--- src/rtl/proc_ctrl_pkg.sv ---
// Shared constants, FSM encoding and helpers for the reset/stall controller.
package proc_ctrl_pkg;

  typedef enum logic {
    HOLD = 1'b0,
    RUN  = 1'b1
  } ctrl_state_e;

  localparam int DEF_RESET_CYCLES   = 32;
  localparam int DEF_N_STALL        = 2;
  localparam int DEF_TIMEOUT_CYCLES = 255;
  localparam int DEF_CNT_W          = 32;

  // Ceiling log2, usable in parameter context.
  function automatic int clog2(input int v);
    int r;
    r = 0;
    while ((1 << r) < v) r++;
    return r;
  endfunction

endpackage

--- src/rtl/stall_channel.sv ---
// One stall requester: pending flag, watchdog timer and sticky timeout flag.
// Done has priority over a same-cycle request, giving a single-cycle stall.
module stall_channel
  import proc_ctrl_pkg::*;
#(
  parameter int TIMEOUT_CYCLES = DEF_TIMEOUT_CYCLES
) (
  input  logic clk,
  input  logic rst,
  input  logic run,
  input  logic req,
  input  logic done,
  output logic pending,
  output logic timeout
);

  localparam int TMR_W = clog2(TIMEOUT_CYCLES) + 1;
  localparam logic [TMR_W-1:0] TMR_LAST = TMR_W'(TIMEOUT_CYCLES - 1);

  logic [TMR_W-1:0] timer;

  // Pending/timer/timeout update; nothing can become pending outside RUN.
  always_ff @(posedge clk) begin
    if (rst) begin
      pending <= 1'b0;
      timer   <= '0;
      timeout <= 1'b0;
    end else if (!run) begin
      pending <= 1'b0;
      timer   <= '0;
    end else if (req && done) begin
      pending <= 1'b0;
    end else if (req) begin
      pending <= 1'b1;
      timer   <= '0;
    end else if (pending) begin
      if (done) begin
        pending <= 1'b0;
      end else if (timer == TMR_LAST) begin
        pending <= 1'b0;
        timeout <= 1'b1;
      end else begin
        timer <= timer + TMR_W'(1);
      end
    end
  end

endmodule

--- src/rtl/proc_reset_stall_ctrl.sv ---
// Power-on reset sequencer and N-way stall merge into a processor clock-enable.
module proc_reset_stall_ctrl
  import proc_ctrl_pkg::*;
#(
  parameter int RESET_CYCLES   = DEF_RESET_CYCLES,
  parameter int N_STALL        = DEF_N_STALL,
  parameter int TIMEOUT_CYCLES = DEF_TIMEOUT_CYCLES,
  parameter int CNT_W          = DEF_CNT_W
) (
  input  logic               clk_i,
  input  logic               reset_i,
  input  logic [N_STALL-1:0] stall_req_i,
  input  logic [N_STALL-1:0] stall_done_i,
  output logic               core_reset_n_o,
  output logic               proc_ce_o,
  output logic [N_STALL-1:0] stall_active_o,
  output logic [N_STALL-1:0] timeout_o,
  output logic [CNT_W-1:0]   stall_cycles_o,
  output logic               ready_o
);

  localparam int RST_W = clog2(RESET_CYCLES) + 1;
  localparam logic [RST_W-1:0] RST_LAST = RST_W'(RESET_CYCLES - 1);

  ctrl_state_e        state_q, state_d;
  logic [RST_W-1:0]   rst_cnt;
  logic [N_STALL-1:0] pending;
  logic               run;

  assign run            = (state_q == RUN);
  assign core_reset_n_o = run;
  assign ready_o        = run;
  assign stall_active_o = pending;
  // Request path is combinational so a stall bites in the cycle it is raised.
  assign proc_ce_o      = run & ~(|stall_req_i | |pending);

  // State register.
  always_ff @(posedge clk_i) begin
    if (reset_i) state_q <= HOLD;
    else         state_q <= state_d;
  end

  // Leave HOLD once the hold counter reaches its last value.
  always_comb begin
    state_d = state_q;
    if (state_q == HOLD && rst_cnt == RST_LAST) state_d = RUN;
  end

  // Hold counter runs only in HOLD; it restarts from zero on every reset.
  always_ff @(posedge clk_i) begin
    if (reset_i)              rst_cnt <= '0;
    else if (state_q == HOLD) rst_cnt <= rst_cnt + RST_W'(1);
  end

  // Saturating count of RUN cycles in which the core was held.
  always_ff @(posedge clk_i) begin
    if (reset_i)
      stall_cycles_o <= '0;
    else if (run && !proc_ce_o && stall_cycles_o != '1)
      stall_cycles_o <= stall_cycles_o + CNT_W'(1);
  end

  for (genvar k = 0; k < N_STALL; k++) begin : g_ch
    stall_channel #(
      .TIMEOUT_CYCLES(TIMEOUT_CYCLES)
    ) u_ch (
      .clk     (clk_i),
      .rst     (reset_i),
      .run     (run),
      .req     (stall_req_i[k]),
      .done    (stall_done_i[k]),
      .pending (pending[k]),
      .timeout (timeout_o[k])
    );
  end

endmodule

--- config.mk ---
export PLATFORM = sky130hd
export DESIGN_NAME = proc_reset_stall_ctrl
export DESIGN_NICKNAME = d
export VERILOG_FILES = /design/src/rtl/proc_ctrl_pkg.sv /design/src/rtl/stall_channel.sv /design/src/rtl/proc_reset_stall_ctrl.sv
export SDC_FILE = /design/constraint.sdc
export NUM_CORES = 1
export LEC_CHECK = 0
export CAP_MARGIN = 5
export CORE_UTILIZATION = 58
export CTS_CLUSTER_DIAMETER = 40
export DETAILED_ROUTE_END_ITERATION = 8
export PLACE_DENSITY_LB_ADDON = 0.1
export SYNTH_ARGS = -nofsm -noshare
export SYNTH_HDL_FRONTEND = slang
export SYNTH_SLANG_ARGS = --single-unit
--- constraint.sdc ---
create_clock -name clk_i -period 5.25 [get_ports clk_i]
set_input_delay 1.575 -clock clk_i [delete_from_list [all_inputs] [get_ports clk_i]]
set_output_delay 1.575 -clock clk_i [all_outputs]
set_load 0.02 [all_outputs]
* Yosys cells after proc, flatten, opt, wreduce, memory -nomap -nowiden *
Cells that the tools add are included.

storage, ports and cells
  register bits = 61
  latch bits = 0
  RAM bits = 0
  ROM bits = 0
  input bits = 6
  output and inout bits = 39
  word-level logic and storage cells = 64
  memories = 0

cells by class
  add/sub/neg operators = 4
  multiply operators = 0
  div/mod/pow operators = 0
  magnitude comparators = 0
  equal/unequal tests = 8
  shift operators = 0
  muxes and demuxes = 16
  bitwise gates (word level) = 10
  reductions and logical operators = 17

operators with widths
  operator               number
  $mux 9                 8
  $add 32x1->32 const B  1
  $ne 32x32->1 const B   1
  $add 9x1->9 const B    2
  $eq 9x8->1 const B     2
  $reduce_and 6->1       2
  $mux 1                 8
  $ne 2x2->1 const B     4
  $not 1->1              8
  $reduce_and 4->1       2
  $add 6x1->6 const B    1
  $eq 6x5->1 const B     1
  $reduce_or 2->1        3
  $reduce_or 3->1        2
  $logic_and 1x1->1      5
  $reduce_bool 2->1      2
  $and 1x1->1            1
  $logic_not 1->1        1
  $or 1x1->1             1

* Logic depth before layout (Yosys ltp) *
Gate-level depths: netlist of run 1.

  word-level depth = 7
  mapped depth = 8

* Cells and area by module *
From an unflattened synthesis of run 1, not the netlist that was laid out.

unflattened totals
  cell total of the unflattened synthesis = 364
  area, all modules = 3158.0 um^2

by module, submodules not included
  module                 instances  cells each  area each (um^2)  sequential area each (um^2)
  proc_reset_stall_ctrl  1          228         1936.9            780.7
  stall_channel          2          68          610.6             220.2

* Worst setup path before layout of run 1 *
OpenSTA, ideal clock, no wires.

  kind = input port to output port
  start = input port stall_req_i[1]
  end = output port proc_ce_o
  data arrival time = 2103 ps
  data required time = 3675 ps
  setup slack = 1572 ps
  stages on the path = 2
  buffers on the path = 0
  path through = nor4_1 > and2_1

between the ends
  longest elaborated chain between the ends = 4

RTL lines
  what                RTL line                     RTL
  start: declaration  proc_reset_stall_ctrl.sv:12  input logic [N_STALL-1:0] stall_req_i,
  $reduce_or 2->1     proc_reset_stall_ctrl.sv:35  assign proc_ce_o = run & ~(|stall_req_i | |pending);
  $or 1x1->1          proc_reset_stall_ctrl.sv:35
  $not 1->1           proc_reset_stall_ctrl.sv:35
  $and 1x1->1         proc_reset_stall_ctrl.sv:35
  end: declaration    proc_reset_stall_ctrl.sv:15  output logic proc_ce_o,

Every way passes these cells.

* Final worst setup path of run 1 *
  start = input port stall_req_i[0]
  end = output port proc_ce_o

The elaborated chain is that of the path after synthesis.

==> run_results.csv, run 1 <==
group,metric,value,unit
sta,fin_crit_sh,0.907,
critical_path,cp-start-kind,"input pin",
yosys,async_flop_share,0,
status,status,"complete, no violations",
global_routing,busiest_layer,"met2",
finish,drive_gt1_frac,0.0737,
floorplanning,die_height,75.1,um
global_routing,grt_first_pass_wirelength,11200,um
sta,timing.fmax,210,MHz
clock_network,ctsHoldBuffers,0,
critical_path,cpMostUsedCell,"clkdlybuf4s50_1",
flow_run,max-cap-violations,0,
critical_path,path_buf_inv,2,
worst_hold_path,hold_path_depth,2,
yosys,ys.flop_type,"dfxtp_1",
critical_path,worst-setup-path-type,"in2out",
sta,slew_headroom,0.406,
clock_network,cts_buffer_depth,2,
placed_design,hpwl,4680,um
global_routing,grt_use_met3,0.0495,
yosys,synth_warnings,0,
yosys,synthesis.instances,365,
detailed_routing,routed_wl,6980,um
clock_network,post-cts-setup-buffers,0,
detailed_routing,drcViolationCount,0,
critical_path,path_max_fanout,6,
detailed_routing,num_vias,2890,
yosys,seq_area_frac_synth,0.394,
global_routing,grtUsageMet2,0.418,
yosys,synth_edf_count,0,
clock_network,numCtsBuffers,9,
clock_network,cts_root_buf,"clkbuf_8",
yosys,syn_avg_cell_area,8.49,um^2
critical_path,reg2reg_depth,6,
global_routing,grt_pass1_vias,2425,
global_routing,antenna_found_initial,0,
finish,nets,415,
finish,antennaDiodeCount,0,
detailed_routing,antenna_left,0,
floorplanning,die-area,5640,um^2
sta,finalSetupViolations,0,
sta,rsz0062_at_grt,"no",
floorplanning,row_count,26,
global_routing,globalRouteMet1Util,0.339,
clock_network,cts_sinks,61,
power_and_ir_drop,p_per_area,244,nW/um^2
global_routing,grt_max_degree,30,
power_and_ir_drop,vdd_drop_max,0.261,mV
finish,final_util,0.725,
clock_network,htreeDepth,3,
sta,tightest_slew,0.884,ns
critical_path,path_delay_family,"buffers and inverters",
finish,area_growth,20.3,%
sta,finalSetupTns,0,ns
critical_path,crit_path_top_delay_cell,"clkdlybuf4s50_1",
floorplanning,pin_count,45,
critical_path,max_stage_delay,0.59,ns
detailed_routing,wl_per_cell,14.6,um
detailed_routing,drtPass1Iterations,4,
clock_network,clk_latency,0.34,ns
floorplanning,core_area,5140,um^2
critical_path,worstPathRequired,3.68,ns
detailed_routing,first_iter_violations,128,
clock_network,cts_tree,"built",
power_and_ir_drop,leakage,0.00118,uW
global_routing,grt_overflow,0,
finish,fill_cells,449,
clock_network,post_cts.resized_instances,0,
sta,min_period,4.76,ns
placed_design,place.port_buffers,44,
floorplanning,initial_core_util,0.603,
clock_network,clk_pin_slew,0.07,ns
worst_hold_path,min-delay-start,"g_ch[1].u_ch.timeout$_SDFFE_PP0P_",
yosys,synth-seq-cells,61,
yosys,synth_nets,377,
sta,drv_slew,0,
yosys,synthesis.area,3100,um^2
critical_path,timing.critical_path.from,"stall_req_i[0]",
detailed_routing,avgViaCountPerCell,6.06,
sta,hold_viol,0,
sta,fin_skew,0.00851,ns
worst_hold_path,hold_path_class,"reg2reg",
critical_path,r2r_start,"stall_cycles_o[0]$_SDFFE_PP0P_",
critical_path,path_cells,"clkdlybuf4s50_1 > nor4_1 > and2_1 > clkdlybuf4s50_1",
placed_design,routabilityCongestion,0.758,
critical_path,cp-end-kind,"output port",
floorplanning,die_x,75.1,um
critical_path,critical_path_arrival,3.19,ns
yosys,ys_types,58,
critical_path,path_depth,4,
global_routing,grt_usage,0.261,
synth_stat cells, types with 6 or more instances:
| cell | instances | share of area |
|---|---|---|
| nor3_1 | 11 | 0.018 |
| nor2b_1 | 9 | 0.018 |
| nand4_1 | 9 | 0.018 |
| o31ai_1 | 17 | 0.041 |
| nor2_1 | 32 | 0.039 |
| ha_1 | 6 | 0.024 |
| clkbuf_1 | 7 | 0.0085 |
| dfxtp_1 | 61 | 0.39 |
| a21oi_1 | 32 | 0.052 |
| and4_1 | 7 | 0.020 |
| or4_1 | 17 | 0.041 |
| or3_1 | 7 | 0.014 |
| inv_1 | 6 | 0.0073 |
| nand2_1 | 24 | 0.029 |
| nand3_1 | 20 | 0.032 |
| o21ai_0 | 17 | 0.027 |
per-layer routing:
layer	wire length (um)	vias to the layer above
li1	-	1452
met1	3180	1347
met2	3320	82
met3	369	9
met4	102	0
met5	0	-
cell families after synthesis:
family / Yosys count / synth area share
compound gates: 95 / 0.196
xor+xnor: 9 / 0.0254
fa+ha+maj: 6 / 0.0242
buf+inv: 25 / 0.0456
flops: 61 / 0.394
mux: 6 / 0.0210
simple gates: 163 / 0.293
final timing paths:
check	endpoint	slack, ns
hold reg to reg	g_ch[1].u_ch.timeout$_SDFFE_PP0P_	0.48
setup / recovery	proc_ce_o	0.49
hold / removal	g_ch[1].u_ch.timeout$_SDFFE_PP0P_	0.48
setup reg to reg	stall_cycles_o[15]$_SDFFE_PP0P_	2.92
power breakdown:
part | switching (uW) | internal [uW] | total, uW
registers | 1.72 | 465 | 466
clock network | 181 | 241 | 422
logic | 12.4 | 7.65 | 20.0
total | 195 | 713 | 908
state kept, by name, summed over array words and instances (netlist names):
| register | count |
|---|---|
| core_reset_n_o | 1 |
| g_ch.u_ch.timeout | 2 |
| g_ch.u_ch.pending | 2 |
| stall_cycles_o | 32 |
| g_ch.u_ch.timer | 18 |
| rst_cnt | 6 |
layout make-up:
class	count	area [um^2]	area share
sequential	61	1220	0.328
multi-input combinational	279	1740	0.467
tap	70	87.6	0.0235
clock inverter	4	47.5	0.0128
clock buffer	11	151	0.0406
inverter	6	22.5	0.00604
timing repair buffer	46	455	0.122
cells in the final DEF, fill, tap and decap left out, drive strengths merged, types with 3 or more instances in the layout:
| cell | instances |
|---|---|
| a21oi | 32 |
| a31oi | 4 |
| and2 | 5 |
| and3 | 6 |
| and4 | 9 |
| clkbuf | 11 |
| clkdlybuf4s50 | 44 |
| dfxtp | 61 |
| ha | 6 |
| inv | 6 |
| mux2 | 4 |
| nand2 | 24 |
| nand3 | 22 |
| nand4 | 9 |
| nor2 | 32 |
| nor2b | 9 |
| nor3 | 11 |
| nor4 | 3 |
| o21ai | 18 |
| o31ai | 17 |
| or3 | 8 |
| or4 | 17 |
| xnor2 | 5 |
| xor2 | 4 |
through the flow:
stage	total power, uW	std cells	instance area (um^2)	hold WS (ns)	setup slack [ns]
after floorplan	490	365	3100	0.431	1.57
after global placement	496	462	3530	0.452	0.552
after detailed placement	496	462	3530	0.455	0.491
after CTS	915	477	3730	0.472	0.492
after global routing	937	477	3730	0.508	0.309
final	908	477	3730	0.479	0.489
worst min-delay path: stages (launching register included):
cell     delay, ns
dfxtp_1       0.33
a31oi_1       0.05
nor2_1        0.07
(Power assumes the default switching activity.)
==> run 2, diff against run 1 <==
Settings changed: CORE_UTILIZATION 58 to 40, HOLD_SLACK_MARGIN set to 0.15.
==> run_results.csv, run 2 (synthesized netlist as in run 1, its figures left out) <==
group,metric,value,unit
status,status,"complete, no violations",
critical_path,worstPathRequired,3.68,ns
sta,timing.fmax,212,MHz
power_and_ir_drop,p_per_area,238,nW/um^2
clock_network,cts_root_buf,"clkbuf_8",
finish,final_common_cell,"dfxtp_1",
finish,fin_area,3760,um^2
floorplanning,die_x,90.0,um
power_and_ir_drop,leakage,0.00118,uW
detailed_routing,routed_wl,6940,um
global_routing,grt_max_degree,47,
sta,rsz0062_at_grt,"no",
critical_path,cp-end-kind,"output port",
detailed_routing,drtPass1Iterations,4,
finish,fill_cells,709,
floorplanning,die-area,8100,um^2
global_routing,grt_overflow,0,
placed_design,dpl-instance-area,3560,um^2
sta,hold_viol,0,
finish,top_register,"stall_cycles_o",
clock_network,clk_latency,0.34,ns
floorplanning,core_area,7370,um^2
detailed_routing,top_layer,"met4",
finish,final_cell_mix,"dfxtp_1, clkdlybuf4s50_1, a21oi_1, nor2_1, nand2_1",
clock_network,post-cts-setup-buffers,0,
sta,finalSetupViolations,0,
sta,min_period,4.73,ns
global_routing,grt_usage,0.177,
worst_hold_path,hold_path_class,"reg2reg",
placed_design,place.port_buffers,44,
sta,fin_skew,0.00832,ns
finish,drive_gt1_frac,0.0760,
finish,top_regs,"stall_cycles_o x32, g_ch.u_ch.timer x18, rst_cnt x6",
detailed_routing,wl_per_cell,13.7,um
power_and_ir_drop,vdd_drop_max,0.129,mV
clock_network,cts_buffer_depth,2,
critical_path,cp-start-kind,"input pin",
sta,drv_slew,0,
detailed_routing,m1WireLength,3450,um
clock_network,post_cts.resized_instances,0,
detailed_routing,num_vias,2831,
detailed_routing,dr_wl_met2,3160,um
global_routing,grt_pass1_vias,2469,
flow_run,max-cap-violations,0,
finish,finalNonFillerCells,507,
floorplanning,pin_count,45,
critical_path,path_max_fanout,6,
finish,largest_reg_flops,32,
clock_network,clk_pin_slew,0.07,ns
sta,finalSetupTns,0,ns
floorplanning,die_height,90.0,um
global_routing,grt_first_pass_wirelength,11700,um
detailed_routing,drcViolationCount,0,
detailed_routing,first_iter_violations,107,
placed_design,dp.cells,491,
global_routing,antenna_found_initial,0,
finish,area_growth,21.4,%
detailed_routing,antenna_left,0,
critical_path,worst-setup-path-type,"in2out",
sta,tightest_slew,0.878,ns
detailed_routing,avgViaCountPerCell,5.58,
finish,nets,415,
clock_network,htreeDepth,3,
clock_network,ctsHoldBuffers,0,
placed_design,routabilityCongestion,0.818,
clock_network,cts_sinks,61,
clock_network,cts_tree,"built",
finish,antennaDiodeCount,0,
floorplanning,initial_core_util,0.420,
sta,slew_headroom,0.410,
placed_design,hpwl,4850,um
critical_path,critical_path_arrival,3.15,ns
detailed_routing,wl_met3,251,um
floorplanning,row_count,31,
sta,fin_crit_sh,0.900,
clock_network,numCtsBuffers,9,
## run 2: cell types whose count changed in the layout (fill, tap and decap cells not counted), sizes merged
cell    delta
bufinv     -1
clkbuf     +2
## run 2: metal layers
metal	vias up	global-route usage
met5	-	0
met4	0	0.0685
met1	1316	0.238
li1	1452	-
met2	56	0.269
met3	7	0.0465
## run 2: per-stage QoR
step	setup WS (ns)	hold slack, ns	power, uW	util
global placement	0.535	0.458	496	0.484
finish	0.523	0.470	893	0.510
CTS	0.504	0.468	906	0.510
global route	0.406	0.514	931	0.510
floorplan	1.57	0.431	490	-
detailed placement	0.514	0.450	497	0.484
## run 2: final timing paths
check | cells after the start | end | slack (ns) | startpoint
max | 4 | proc_ce_o | 0.52 | stall_req_i[0]
min | 1 | g_ch[1].u_ch.timer[7]$_SDFFE_PP0P_ | 0.47 | g_ch[1].u_ch.timer[7]$_SDFFE_PP0P_
max reg2reg | 6 | stall_cycles_o[15]$_SDFFE_PP0P_ | 2.91 | stall_cycles_o[0]$_SDFFE_PP0P_
min reg2reg | 1 | g_ch[1].u_ch.timer[7]$_SDFFE_PP0P_ | 0.47 | g_ch[1].u_ch.timer[7]$_SDFFE_PP0P_
## run 2: final cells by class
class / instances / area [um^2] / area share
multi-input combinational: 279 / 1740 / 0.463
sequential: 61 / 1220 / 0.325
timing repair buffer: 46 / 455 / 0.121
clock buffer: 13 / 179 / 0.0476
tap: 99 / 124 / 0.0329
inverter: 6 / 22.5 / 0.00599
clock inverter: 3 / 17.5 / 0.00466
## run 2: power breakdown
part	internal, uW	switching (uW)	total [uW]	leakage (uW)
Clock	221	186	407	0.000101
Sequential	465	1.70	466	0.000492
Combinational	7.68	12.1	19.7	0.000583
Total	694	200	893	0.00118
## run 2: worst max-delay path, stage by stage
cell	delay, ns
clkdlybuf4s50_1	0.49
nor4_1	0.33
and2_1	0.17
clkdlybuf4s50_1	0.60
